[src/rtl/pwm_pkg.sv]
// Shared definitions for the complementary PWM generator with dead-time insertion.
package pwm_pkg;

    localparam int unsigned DefN        = 8;
    localparam int unsigned DefChannels = 2;
    localparam int unsigned DefDtW      = 4;

    typedef enum logic [1:0] {
        StIdle   = 2'd0,
        StLowOn  = 2'd1,
        StDead   = 2'd2,
        StHighOn = 2'd3
    } ch_state_e;

endpackage

[src/rtl/pwm_deadtime_ch.sv]
// One complementary PWM channel: raw compare, dead-time FSM and registered gate outputs.
module pwm_deadtime_ch
    import pwm_pkg::*;
#(
    parameter int unsigned N    = DefN,
    parameter int unsigned DT_W = DefDtW
) (
    input  logic            clk,
    input  logic            rst_n,
    input  logic            i_en,
    input  logic [N-1:0]    i_cnt,
    input  logic [N-1:0]    i_duty,
    input  logic [DT_W-1:0] i_dead_time,
    output logic            o_hi,
    output logic            o_lo
);

    localparam logic [N-1:0]    DutyFull = {N{1'b1}};
    localparam logic [DT_W-1:0] TimerOne = DT_W'(1);

    ch_state_e       r_state;
    ch_state_e       w_state_d;
    logic [DT_W-1:0] r_timer;
    logic [DT_W-1:0] w_timer_d;
    logic            w_raw;
    logic            r_hi;
    logic            r_lo;

    // All-ones duty means 100 % so the top count value is covered too.
    always_comb begin
        w_raw = 1'b0;
        if (i_duty == DutyFull) begin
            w_raw = 1'b1;
        end else if (i_duty != '0) begin
            w_raw = (i_cnt < i_duty);
        end
    end

    always_comb begin
        w_state_d = r_state;
        w_timer_d = r_timer;
        if (!i_en) begin
            w_state_d = StIdle;
            w_timer_d = '0;
        end else begin
            unique case (r_state)
                StIdle: begin
                    w_state_d = StDead;
                    w_timer_d = TimerOne;
                end
                StLowOn: begin
                    if (w_raw) begin
                        if (i_dead_time == '0) begin
                            w_state_d = StHighOn;
                        end else begin
                            w_state_d = StDead;
                            w_timer_d = TimerOne;
                        end
                    end
                end
                StHighOn: begin
                    if (!w_raw) begin
                        if (i_dead_time == '0) begin
                            w_state_d = StLowOn;
                        end else begin
                            w_state_d = StDead;
                            w_timer_d = TimerOne;
                        end
                    end
                end
                StDead: begin
                    // The exit side is chosen from raw at expiry, so short raw pulses vanish.
                    if (r_timer >= i_dead_time) begin
                        w_state_d = w_raw ? StHighOn : StLowOn;
                        w_timer_d = '0;
                    end else begin
                        w_timer_d = r_timer + TimerOne;
                    end
                end
                default: begin
                    w_state_d = StIdle;
                    w_timer_d = '0;
                end
            endcase
        end
    end

    always_ff @(posedge clk or negedge rst_n) begin
        if (!rst_n) begin
            r_state <= StIdle;
            r_timer <= '0;
            r_hi    <= 1'b0;
            r_lo    <= 1'b0;
        end else begin
            r_state <= w_state_d;
            r_timer <= w_timer_d;
            r_hi    <= (w_state_d == StHighOn);
            r_lo    <= (w_state_d == StLowOn);
        end
    end

    assign o_hi = r_hi;
    assign o_lo = r_lo;

endmodule

[src/rtl/pwm_deadtime_gen.sv]
// Multi-channel complementary PWM generator: shared counter, shadowed settings and fault latch.
module pwm_deadtime_gen
    import pwm_pkg::*;
#(
    parameter int unsigned N        = DefN,
    parameter int unsigned CHANNELS = DefChannels,
    parameter int unsigned DT_W     = DefDtW
) (
    input  logic                  clk,
    input  logic                  rst_n,
    input  logic                  ena,
    input  logic [CHANNELS*N-1:0] duty,
    input  logic [DT_W-1:0]       dead_time,
    input  logic                  load,
    input  logic                  fault_n,
    output logic [CHANNELS-1:0]   hi,
    output logic [CHANNELS-1:0]   lo,
    output logic                  period_start,
    output logic                  fault
);

    localparam logic [N-1:0] CntMax = {N{1'b1}};
    localparam logic [N-1:0] CntOne = N'(1);

    logic [N-1:0]          r_cnt;
    logic                  r_ena_q;
    logic                  r_fault;
    logic                  r_period_start;
    logic [CHANNELS*N-1:0] r_shadow_duty;
    logic [CHANNELS*N-1:0] r_act_duty;
    logic [DT_W-1:0]       r_shadow_dt;
    logic [DT_W-1:0]       r_act_dt;

    logic                  w_halt;
    logic                  w_start;
    logic                  w_wrap;
    logic                  w_reload;
    logic                  w_ch_en;
    logic [CHANNELS-1:0]   w_hi;
    logic [CHANNELS-1:0]   w_lo;

    // A fresh enable restarts the period at cnt=0 with the shadow values made active.
    assign w_halt   = !ena || r_fault || !fault_n;
    assign w_start  = ena && !r_ena_q;
    assign w_wrap   = !w_halt && r_ena_q && (r_cnt == CntMax);
    assign w_reload = w_start || w_wrap;
    assign w_ch_en  = !w_halt;

    always_ff @(posedge clk or negedge rst_n) begin
        if (!rst_n) begin
            r_cnt          <= '0;
            r_ena_q        <= 1'b0;
            r_period_start <= 1'b0;
        end else begin
            r_ena_q        <= ena;
            r_period_start <= w_wrap;
            if (w_halt || w_start) begin
                r_cnt <= '0;
            end else begin
                r_cnt <= r_cnt + CntOne;
            end
        end
    end

    always_ff @(posedge clk or negedge rst_n) begin
        if (!rst_n) begin
            r_fault <= 1'b0;
        end else if (!ena) begin
            r_fault <= 1'b0;
        end else if (!fault_n) begin
            r_fault <= 1'b1;
        end
    end

    // Active settings sample the shadow before this edge's load lands in it.
    always_ff @(posedge clk or negedge rst_n) begin
        if (!rst_n) begin
            r_shadow_duty <= '0;
            r_shadow_dt   <= '0;
            r_act_duty    <= '0;
            r_act_dt      <= '0;
        end else begin
            if (load) begin
                r_shadow_duty <= duty;
                r_shadow_dt   <= dead_time;
            end
            if (w_reload) begin
                r_act_duty <= r_shadow_duty;
                r_act_dt   <= r_shadow_dt;
            end
        end
    end

    for (genvar g = 0; g < CHANNELS; g++) begin : g_ch
        pwm_deadtime_ch #(
            .N    (N),
            .DT_W (DT_W)
        ) u_ch (
            .clk         (clk),
            .rst_n       (rst_n),
            .i_en        (w_ch_en),
            .i_cnt       (r_cnt),
            .i_duty      (r_act_duty[g*N +: N]),
            .i_dead_time (r_act_dt),
            .o_hi        (w_hi[g]),
            .o_lo        (w_lo[g])
        );
    end

    assign hi           = w_hi;
    assign lo           = w_lo;
    assign period_start = r_period_start;
    assign fault        = r_fault;

endmodule

[config.mk]
export PLATFORM = sky130hd
export DESIGN_NAME = pwm_deadtime_gen
export DESIGN_NICKNAME = d
export VERILOG_FILES = /design/src/rtl/pwm_pkg.sv /design/src/rtl/pwm_deadtime_ch.sv /design/src/rtl/pwm_deadtime_gen.sv
export SDC_FILE = /design/constraint.sdc
export NUM_CORES = 1
export LEC_CHECK = 0
export CAP_MARGIN = 15
export CELL_PAD_IN_SITES_DETAIL_PLACEMENT = 1
export CELL_PAD_IN_SITES_GLOBAL_PLACEMENT = 1
export CORE_MARGIN = 2
export CORE_UTILIZATION = 46
export CTS_CLUSTER_DIAMETER = 30
export DETAILED_ROUTE_END_ITERATION = 12
export PLACE_DENSITY_LB_ADDON = 0.1
export RECOVER_POWER = 50
export SYNTH_ARGS = -nofsm -noshare
export SYNTH_HDL_FRONTEND = slang
export SYNTH_SLANG_ARGS = --single-unit
[constraint.sdc]
create_clock -name clk -period 2.7 [get_ports clk]
set_input_delay 0.27 -clock clk [delete_from_list [all_inputs] [get_ports clk]]
set_output_delay 0.27 -clock clk [all_outputs]
set_load 0.01 [all_outputs]
# Word-level counts from Yosys, hierarchy flattened
# Cells that the tools add are included.
# Widths: inputs -> output; s select.
[classes] add_sub_neg=3 magnitude_cmp=4 n_eq_ne=18 mux=33 n_reduce_logical=18
[ops] op="$mux 4" count=10
[ops] op="$pmux 4 s4" count=2
[ops] op="$eq 8x8->1 const B" count=3
[ops] op="$mux 2" count=11
[ops] op="$lt 8x8->1" count=2
[ops] op="$pmux 2 s4" count=2
[ops] op="$reduce_bool 8->1" count=2
[ops] op="$eq 2x2->1 const B" count=6
[ops] op="$add 4x1->4 const B" count=2
[ops] op="$add 8x1->8 const B" count=1
[ops] op="$eq 2x1->1 const B" count=4
[ops] op="$ge 4x4->1" count=2
[ops] op="$mux 8" count=1
[ops] op="$mux 1" count=7
[ops] op="$ne 3x2->1 const B" count=2
[ops] op="$ne 3x3->1 const B" count=2
[ops] op="$logic_not 1->1" count=4
[ops] op="$logic_not 2->1" count=2
[ops] op="$logic_not 4->1" count=1
[ops] op="$logic_or 1x1->1" count=4
[ops] op="$reduce_and 2->1" count=2
[ops] op="$logic_and 1x1->1" count=3
[ops] op="$ne 2x2->1 const B" count=1
[word_totals] register_bits=67 inputBits=25 out_inout_bits=6 wordCells=92

# Depth between registers and ports, before layout
# Gate-level depths: netlist (run 1).
[depth] depth_word=8 depth_mapped=9 depth_no_buf=9

# By module
# A second synthesis (run 1) with hierarchy kept.
[unflattened] cells_unflattened=304 hier_area_um2=3489.6
[by_module_without_submodules] mod="pwm_deadtime_gen" instances=1 cells_per_inst=128 area_per_inst_um2=1970.6 seq_area_each_um2=1276.2
[by_module_without_submodules] mod="pwm_deadtime_ch (g_ch[1].u_ch)" instances=1 cells_per_inst=90 area_per_inst_um2=797.0 seq_area_each_um2=200.2
[by_module_without_submodules] mod="pwm_deadtime_ch (g_ch[0].u_ch)" instances=1 cells_per_inst=86 area_per_inst_um2=721.9 seq_area_each_um2=200.2

# Worst setup path before layout (run 1)
# OpenSTA, ideal clock, no wires.
[synth_timing] kind="flip-flop to flip-flop" from="register g_ch[0].u_ch.r_timer[0]" to="register g_ch[0].u_ch.r_lo" setup_time_ns=0.120 t_arrival_ns=1.840 required_ns=2.580 slack_ns=0.741 stages_incl_launch_ff=9 n_path_buf=0 synth_period_minus_slack_ns=1.959 path_cell_list="dfrtp_1 > inv_1 > ha_1 > nand2b_4 > a2111oi_4 > a21oi_2 > a22o_2 > or2_1 > and3_1"
[synth_between] elab_chain_len=5
[synth_lines] element="start, declared" line="pwm_deadtime_ch.sv:23" rtl="logic [DT_W-1:0] r_timer;"
[synth_lines] element="start signal, assigned" line="pwm_deadtime_ch.sv:96" rtl="r_timer <= w_timer_d;"
[synth_lines] element="$ge 4x4->1" line="pwm_deadtime_ch.sv:73" rtl="if (r_timer >= i_dead_time) begin"
[synth_lines] element="$mux 2" line="pwm_deadtime_ch.sv:73"
[synth_lines] element="$pmux 2 s4" line="pwm_deadtime_ch.sv:46" rtl="unique case (r_state)"
[synth_lines] element="$mux 2" line="pwm_deadtime_ch.sv:42" rtl="if (!i_en) begin"
[synth_lines] element="$eq 2x1->1" line="pwm_deadtime_ch.sv:98" rtl="r_lo <= (w_state_d == StLowOn);"
[synth_lines] element="end signal, assigned" line="pwm_deadtime_ch.sv:98"
[synth_lines] element="end, declared" line="pwm_deadtime_ch.sv:27" rtl="logic r_lo;"
# No other way between the ends.
# A chain may end at the register's enable or synchronous reset.

# Worst setup path after layout (run 1)
# Same ends and word-level chain as after synthesis.

==> results_dict.tcl, run 1 <==
set metrics [dict create \
    yosysSeqAreaShare 0.4772 \
    tightest_slew_ps 1062 \
    cp.arrival_ps 2350 \
    syn_inst 305 \
    grt_pass1_wl_mm 12.10 \
    die_h_um 91.40 \
    setup_violations 0 \
    finalCritPeriodShare 0.7881 \
    dr.pass1.iters 4 \
    ant_nets 0 \
    synth-async-reset-ratio 1.000 \
    min_path_type "input port to async pin" \
    yosysWarnings 0 \
    insertion_delay_ps 340 \
    ctsHtreeMaxLevel 3 \
    synth_ff_type "dfrtp_1" \
    drtIter0Drc 81 \
    slowest_stage "dfrtp_1" \
    globalplace.congestion 0.7483 \
    whs_ps 436.7 \
    min_period_ps 2128 \
    maxCapViolCount 0 \
    slew_headroom 0.2917 \
    cts_resized 0 \
    cp-start-kind "register" \
    ys_seq_elements 67 \
    io_buffers 30 \
    antenna_found_initial 0 \
    ir_drop_v 0.0003205 \
    wl_mm 6.873 \
    fmax_mhz 470.0 \
    area_growth_pct 17.56 \
    core_area_sq_um 7331 \
    cts_made_buffers 9 \
    postCtsSetupBuffers 0 \
    path_clk_slew_ps 80 \
    hold_violations 0 \
    yosysTopAreaCell "dfrtp_1" \
    p_leak_nw 1.826 \
    ctsRootBufferMaster "clkbuf_8" \
    outcome "finished, final reports clean" \
    critPathTopFamily "compound AO/OA/AOI/OAI gates" \
    syn_nets 355 \
    rsz0062_at_grt "no" \
    die_width_um 91.40 \
    crit_path_max_fanout 5 \
    path_cells "inv_1, ha_1, nand2b_4, a2111oi_4, a21oi_2, a22o_2, or2_1, and3_1" \
    vias 2360 \
    avgSynthCellArea_sq_um 11.52 \
    gr-total-overflow 0 \
    cellPowerDensity_nw_per_um2 595.9 \
    grt_max_degree 35 \
    ys_top_cells_by_area "dfrtp_1 48%, mux2_2 13%, ha_1 8.9%" \
    io_pins 31 \
    row_count 31 \
    wl_per_cell_um 15.41 \
    synth_top_area_share 0.4772 \
    cts_tree "done" \
    end_kind "register" \
    fp.dieArea_sq_um 8353 \
    criticalPathCategory "register to register" \
    antennaDiodeCount 0 \
    drive_above_1_share 0.2305 \
    critical_path.max_stage_delay_ps 420 \
    tns_ps 0 \
    viasPerCell 5.291 \
    grt.total_usage 0.1830 \
    synth_edf_count 0 \
    nets 392 \
    grt_pass1_vias 2470 \
    postCtsHoldBufs 1 \
    report.final.slew_viol_count 0 \
    cp.buffers_inverters 1 \
    clock_sinks 67 \
    ys_types 52 \
    cts_buffer_depth 2 \
    drc 0 \
    dpl.hpwl_mm 5.237 \
    cp.required_ps 2930 \
    syn_area_sq_um 3513 \
    start_util 0.4793 \
    clock_skew_ps 9.799 \
]
-- metal layers --
layer  wire (um)  up-vias  track usage
met5           0        -            0
met4          95        0      0.06061
met3         168        9      0.02988
met2        3107       31       0.2849
met1        3501     1170       0.2601
li1            -     1150            -
-- per-stage QoR --
step           utilization  instance area [sq um]  setup slack, ps  power (mW)  instances
2_1_floorplan            -                   3513            740.7       1.435        305
5_1_grt             0.5634                   4130            405.3       2.608        446
4_1_cts             0.5644                   4138            568.8       2.497        446
3_3_place_gp        0.5335                   3911            611.3       1.559        429
6_report            0.5634                   4130            572.2       2.461        446
3_5_place_dp        0.5335                   3911            597.4       1.580        429
-- power by group --
group	leakage, nW	total (mW)	switching, mW	internal [mW]
Sequential	0.840	1.20	0.0981	1.10
Combinational	0.883	0.356	0.164	0.192
Clock	0.103	0.909	0.387	0.522
-- worst reg2reg max path, stage by stage, from the launching register on --
cell and delay [ps]:
dfrtp_1 420, inv_1 70, ha_1 290, nand2b_4 150
a2111oi_4 350, a21oi_2 80, a22o_2 240, or2_1 240
and3_1 190
-- cell families (layout without fill, tap and decap cells) --
group                      Yosys count  count (layout)  share of synthesized area
xor gates and xnor gates             9               9                    0.02457
DFF                                 67              67                     0.4772
adders and majority gates           25              25                    0.08903
buffers and inverters               32              74                    0.04024
AOI/OAI and AO/OA                   45              45                     0.1033
muxes                               40              40                     0.1282
and+or+nand+nor                     87              87                     0.1375
-- cells in the mapped netlist (all sizes together), types with 4 or more instances --
| library cell | count |
|---|---|
| o21ai | 14 |
| inv | 22 |
| nand2b | 4 |
| ha | 25 |
| nand2 | 19 |
| buf | 7 |
| nor4 | 5 |
| nor2b | 6 |
| dfrtp | 67 |
| and3 | 7 |
| nand4 | 6 |
| xnor2 | 5 |
| mux2 | 40 |
| xor2 | 4 |
| nand3 | 8 |
| a21oi | 12 |
| nor2 | 22 |
-- layout by cell type (no fill, tap or decap), types with 2 or more instances in the layout --
master / count
dfrtp_1: 67
mux2_2: 40
clkdlybuf4s50_1: 27
ha_1: 25
inv_1: 22
nor2_1: 21
nand2_1: 19
o21ai_0: 11
a21oi_1: 10
clkbuf_8: 9
nand3_1: 8
and3_1: 7
nand4_1: 6
nor2b_1: 6
xnor2_1: 5
o21ai_1: 3
xor2_1: 3
a211oi_1: 3
clkbuf_1: 3
dlygate4sd3_1: 3
buf_4: 3
nand2b_1: 2
o31ai_4: 2
nor4_1: 2
nor4_2: 2
a21oi_2: 2
bufinv_16: 2
clkinvlp_4: 2
-- path summary, 6_finish.rpt --
path | startpoint | endpoint | slack, ps | cells past startpoint
max reg2reg | g_ch[0].u_ch.r_timer[0] | g_ch[0].u_ch.o_lo | 570 | 8
max in group asynchronous | rst_n | r_act_duty[0] | 1060 | 3
min reg2reg | r_shadow_dt[3] | r_shadow_dt[3] | 500 | 1
min | rst_n | g_ch[1].u_ch.r_state[0] | 440 | 2
min in group clk | r_shadow_dt[3] | r_shadow_dt[3] | 500 | 1
max | g_ch[0].u_ch.r_timer[0] | g_ch[0].u_ch.o_lo | 570 | 8
-- flip-flops by register name (all words and copies together), names as in the netlist --
name and count:
fault 1, g_ch.u_ch.r_timer 8, g_ch.u_ch.o_lo 2, r_act_dt 4
r_cnt 8, r_ena_q 1, period_start 1, r_shadow_duty 16
g_ch.u_ch.o_hi 2, r_shadow_dt 4, r_act_duty 16, g_ch.u_ch.r_state 4
-- final cells by class --
| cell class | instances | area, sq um |
|---|---|---|
| clock buffers | 10 | 127.6 |
| clock inverters | 6 | 88.84 |
| fillers | 784 | 3201 |
| inverters | 22 | 82.58 |
| multi-input cells | 206 | 1695 |
| flip-flops and latches | 67 | 1677 |
| well taps | 99 | 123.9 |
| repair buffers | 36 | 335.3 |
Note: power is estimated with default switching activity, not from simulation.
==> run 2: changes to the inputs <==
==> constraint.sdc (replaced) <==
create_clock -name clk -period 2 [get_ports clk]
set_input_delay 0.2 -clock clk [delete_from_list [all_inputs] [get_ports clk]]
set_output_delay 0.2 -clock clk [all_outputs]
set_load 0.01 [all_outputs]
==> run 2 against run 1 <==
Against the previous run:
- the run now ends with setup timing left
- clock power increased by 28%
- clock skew up 1.6 ps
- final cell count grew 8.1%
- worst hold slack improved by 25 ps
- critical path depth is 1 higher
- final area grew 11%
- register-to-register slack got worse by 590 ps
- core utilization grew 6.2 points
- global-route usage rose by 2.2 points
- maximum frequency rose by 5.6%
- sequential power up 32%
- non-clock buffer count increased by 36
==> results_dict.tcl, run 2 (synthesis results as in run 1) <==
set metrics [dict create \
    place_area_sq_um 4154 \
    start_util 0.4793 \
    hold_violations 0 \
    dr.pass1.iters 4 \
    cts_made_buffers 9 \
    wl_mm 8.681 \
    viasPerCell 5.371 \
    tns_ps -14.27 \
    antennaDiodeCount 0 \
    min_period_ps 2014 \
    vias 2589 \
    cp.arrival_ps 2250 \
    row_count 31 \
    wl_per_cell_um 18.01 \
    antenna_found_initial 0 \
    drc 0 \
    end_kind "register" \
    crit_path_max_fanout 5 \
    final_common_cell "dfrtp_1" \
    clock_sinks 67 \
    fmax_mhz 496.5 \
    ctsRootBufferMaster "clkbuf_8" \
    cp-start-kind "register" \
    utilization 0.6254 \
    report.final.slew_viol_count 0 \
    cts_tree "done" \
    violations "setup timing" \
    ctsHtreeMaxLevel 3 \
    insertion_delay_ps 340 \
    layout_common_cells "63 x dfrtp_1, 40 x mux2_2, 36 x buf_4, 28 x clkdlybuf4s50_1, 21 x inv_1" \
    drtIter0Drc 59 \
    die_h_um 91.40 \
    dpl.hpwl_mm 5.674 \
    die_width_um 91.40 \
    cellPowerDensity_nw_per_um2 762.2 \
    grt.total_usage 0.2050 \
    grt_pass1_wl_mm 13.55 \
    pre_cts_ws_ps -49.76 \
    grt_pass1_vias 2721 \
    p_leak_nw 2.033 \
    io_buffers 30 \
    fp.dieArea_sq_um 8353 \
    final_cell_area_sq_um 4584 \
    whs_ps 461.4 \
    place_inst 458 \
    final_cell_count_no_fill 482 \
    slew_headroom 0.3860 \
    clock_skew_ps 11.41 \
    io_pins 31 \
    area_growth_pct 30.48 \
    path_clk_slew_ps 80 \
    core_area_sq_um 7331 \
    ant_nets 0 \
    gr-total-overflow 0 \
    cp.required_ps 2240 \
    nets 428 \
    finalCritPeriodShare 1.007 \
    cts_buffer_depth 2 \
    grt_max_degree 68 \
    worst_slack_ps -14.27 \
    drive_above_1_share 0.3760 \
    ir_drop_v 0.0005456 \
    globalplace.congestion 0.8131 \
    rsz0062_at_grt "yes" \
    total_power_mw 3.494 \
    criticalPathCategory "register to register" \
    reg_top3 "r_act_duty: 16 flops, r_shadow_duty: 16 flops" \
    tightest_slew_ps 921.0 \
    setup_violations 1 \
    outcome "complete, but fails checks" \
    min_path_type "input port to register" \
    maxCapViolCount 0 \
]
## run 2: cell types whose count changed in the layout (fill, tap and decap cells not counted), moves of 4 or more
cell / change
buf_4: +33
o21ai_0: -4
dfrtp_2: +4
o21ai_2: +5
ha_4: +4
dfrtp_1: -4
ha_1: -6
## run 2: where the power goes
group	total, mW	internal, mW	switching, mW
combinational	0.756	0.405	0.351
sequential	1.58	1.48	0.0963
clock	1.16	0.610	0.550
total	3.49	2.50	0.997
## run 2: path summary, 6_finish.rpt
check	slack, ps	startpoint	to	cells past startpoint
setup reg to reg	-10	r_act_duty[9]	g_ch[1].u_ch.r_timer[3]	9
max in group asynchronous	700	rst_n	r_act_dt[3]	3
setup / recovery	-10	r_act_duty[9]	g_ch[1].u_ch.r_timer[3]	9
hold / removal	460	dead_time[2]	r_shadow_dt[2]	2
min in group asynchronous	640	rst_n	g_ch[0].u_ch.r_timer[1]	3
hold reg to reg	510	r_shadow_duty[7]	r_shadow_duty[7]	1
## run 2: area by class of cell
class | count | area, sq um
fill | 758 | 2746
multi-input combinational | 206 | 1829
sequential | 67 | 1682
timing repair buffer | 72 | 664.4
clock buffer | 10 | 137.6
tap | 99 | 123.9
inverter | 22 | 82.58
clock inverter | 6 | 65.06
## run 2: critical path, cell delays in order (launching register included)
cell	delay, ps
dfrtp_1	400
inv_2	60
ha_2	260
o21ai_2	130
nor2_2	70
o31ai_4	270
a31oi_4	150
xnor2_2	210
nand2b_4	110
a41o_1	250
## run 2: timing repair
action                     in CTS  in global routing
cloned                          0                  3
hold buffers                    1                  0
pin swaps                       2                 16
resized for setup               4                 29
hold endpoints to repair       67                  0
buffers inserted                1                  3
setup endpoints to repair       5                 32
## run 2: layer usage
layer	wire [um]	vias to the layer above	track usage
li1	-	1215	-
met1	4145	1319	0.3027
met2	4204	45	0.3125
met3	229	10	0.03237
met4	102	0	0.05682
met5	0	-	0
==> run 3: changes to the inputs <==
--- a/config.mk
+++ b/config.mk
@@ -8,6 +8,7 @@
 export CAP_MARGIN = 15
 export CELL_PAD_IN_SITES_DETAIL_PLACEMENT = 1
 export CELL_PAD_IN_SITES_GLOBAL_PLACEMENT = 1
+export CORE_ASPECT_RATIO = 0.5
 export CORE_MARGIN = 2
 export CORE_UTILIZATION = 46
 export CTS_CLUSTER_DIAMETER = 30
==> run 3 against run 2 <==
Against the previous run:
- the flow still finishes with violations (setup timing)
- sequential share of layout area fell by 0.82 points
- clock power increased by 56%
- clock skew shrank 7.5 ps
- wire length grew 1.6%
- non-clock buffer count down 3
- global-route usage up 1.8 points
- via count is 0.54% higher
- setup slack worse by 3.4 ps
- highest routed layer unchanged
==> results_dict.tcl, run 3 (synthesis results as in run 1) <==
set metrics [dict create \
    gr-usage-met3 0.06553 \
    wl_per_cell_um 18.54 \
    place_area_sq_um 4128 \
    ctsRootBufferMaster "clkbuf_16" \
    grt_max_degree 68 \
    finalCritPeriodShare 1.009 \
    ant_nets 0 \
    die_width_um 127.6 \
    ir_drop_v 0.0007377 \
    outcome "complete, but fails checks" \
    io_pins 31 \
    crit_path_max_fanout 5 \
    hold_violations 0 \
    whs_ps 481.9 \
    worst_slack_ps -17.70 \
    area_growth_pct 33.16 \
    utilization 0.6342 \
    dr.pass1.iters 5 \
    switching_share 0.2400 \
    critPathLaunch "r_cnt[7]" \
    pre_cts_ws_ps -76.65 \
    grtUsageMet2 0.4064 \
    cts_buffer_depth 2 \
    start_util 0.4763 \
    report.final.slew_viol_count 0 \
    vias 2603 \
    io_buffers 30 \
    gr-total-overflow 0 \
    path_clk_slew_ps 50 \
    row_count 22 \
    insertion_delay_ps 330 \
    cellPowerDensity_nw_per_um2 874.8 \
    internal-power_mw 3.110 \
    p_comb_frac 0.172 \
    fp.dieArea_sq_um 8395 \
    grt_pass1_wl_mm 14.23 \
    switching_power_mw 0.9822 \
    grt.met1_usage 0.2625 \
    rsz0062_at_grt "yes" \
    setup_violations 2 \
    rr_worst_depth 8 \
    fill_cells 762 \
    drc 0 \
    total_power_mw 4.093 \
    grt_pass1_vias 2814 \
    dpl.hpwl_mm 5.826 \
    place_inst 452 \
    drive_above_1_share 0.3553 \
    reg_top3 "r_act_duty: 16 flops, r_shadow_duty: 16 flops" \
    end_kind "register" \
    antenna_found_initial 0 \
    core_area_sq_um 7377 \
    grt.total_usage 0.2230 \
    criticalPathCategory "register to register" \
    drtIter0Drc 72 \
    min_path_type "input port to register" \
    cts_made_buffers 9 \
    p_clk_frac 0.441 \
    final_common_cell "dfrtp_1" \
    clock_skew_ps 3.949 \
    tns_ps -32.51 \
    violations "setup timing" \
    cp-start-kind "register" \
    cp.arrival_ps 2240 \
    maxCapViolCount 0 \
    p_leak_nw 2.093 \
    final_cell_count_no_fill 476 \
    seqPwrFrac 0.387 \
    min_period_ps 2018 \
    clock_sinks 67 \
    fmax_mhz 495.6 \
    final_cell_area_sq_um 4678 \
    cp.required_ps 2220 \
    globalplace.congestion 0.8892 \
    cts_tree "done" \
    die_h_um 65.80 \
    nets 425 \
    busiest_layer "met2" \
    slew_headroom 0.3864 \
    antennaDiodeCount 0 \
    tightest_slew_ps 920.4 \
    viasPerCell 5.468 \
    ctsHtreeMaxLevel 3 \
    hold_path_depth 2 \
    layout_common_cells "66 x dfrtp_1, 40 x mux2_2, 33 x buf_4, 28 x clkdlybuf4s50_1, 21 x ha_1" \
    wl_mm 8.823 \
    hold_start "duty[10]" \
    reg2reg_from "r_cnt[7]" \
]
-- run 3: changes by cell type in the layout (fill, tap and decap cells not counted), moves of 2 or more --
cell and change:
buf_4 -3, bufinv_16 +2, clkbuf_16 +9, clkbuf_8 -9, clkinv_4 -2, dfrtp_1 +3, dfrtp_2 -3, ha_1 +2
ha_2 -2, o21ai_1 +3, o21ai_2 -2
-- run 3: final timing paths --
path	slack, ps	endpoint
setup / recovery	-20	g_ch[1].u_ch.r_state[0]
hold / removal	480	r_shadow_duty[10]
setup reg to reg	-20	g_ch[1].u_ch.r_state[0]
hold reg to reg	510	r_shadow_duty[10]
max in group asynchronous	730	r_cnt[2]
min in group asynchronous	650	r_cnt[5]
-- run 3: critical path, stage by stage (launching register included) --
cell	delay, ps
dfrtp_1	410
ha_4	290
nand4_1	130
nor2_2	190
o31ai_4	100
a31oi_4	280
xnor2_2	170
nand2b_4	90
a31o_2	250
-- run 3: what timing repair did --
item                       in CTS  in global routing
pin swaps                       5                 19
setup buffers                   1                  4
hold buffers                    1                  0
setup endpoints to repair       9                 34
gates resized for setup         7                 22
cloned                          0                  2
hold endpoints to repair       67                  0
-- run 3: routing by layer --
metal | vias to the layer above | routed length, um | part of all wire
li1 | 1212 | - | -
met5 | - | 0 | 0
met4 | 0 | 49 | 0.0056
met1 | 1348 | 3905 | 0.44
met2 | 35 | 4621 | 0.52
met3 | 8 | 246 | 0.028
-- run 3: cell type report --
type	instances	area, sq um	area share
well taps	96	120.1	0.02568
inverters	22	82.58	0.01765
clock buffers	11	242.7	0.05189
multi-input cells	206	1813	0.3875
flip-flops and latches	67	1678	0.3587
repair buffers	69	641.9	0.1372
clock inverters	5	100.1	0.02140
-- run 3: power by group through the flow --
stage | combinational, mW | clock, mW | sequential [mW]
after global placement | 0.596 | 0 | 1.60
after floorplan | 0.338 | 0 | 1.60
after global routing | 0.776 | 1.91 | 1.60
after CTS | 0.648 | 1.84 | 1.58
final | 0.702 | 1.81 | 1.58
after detailed placement | 0.626 | 0 | 1.60
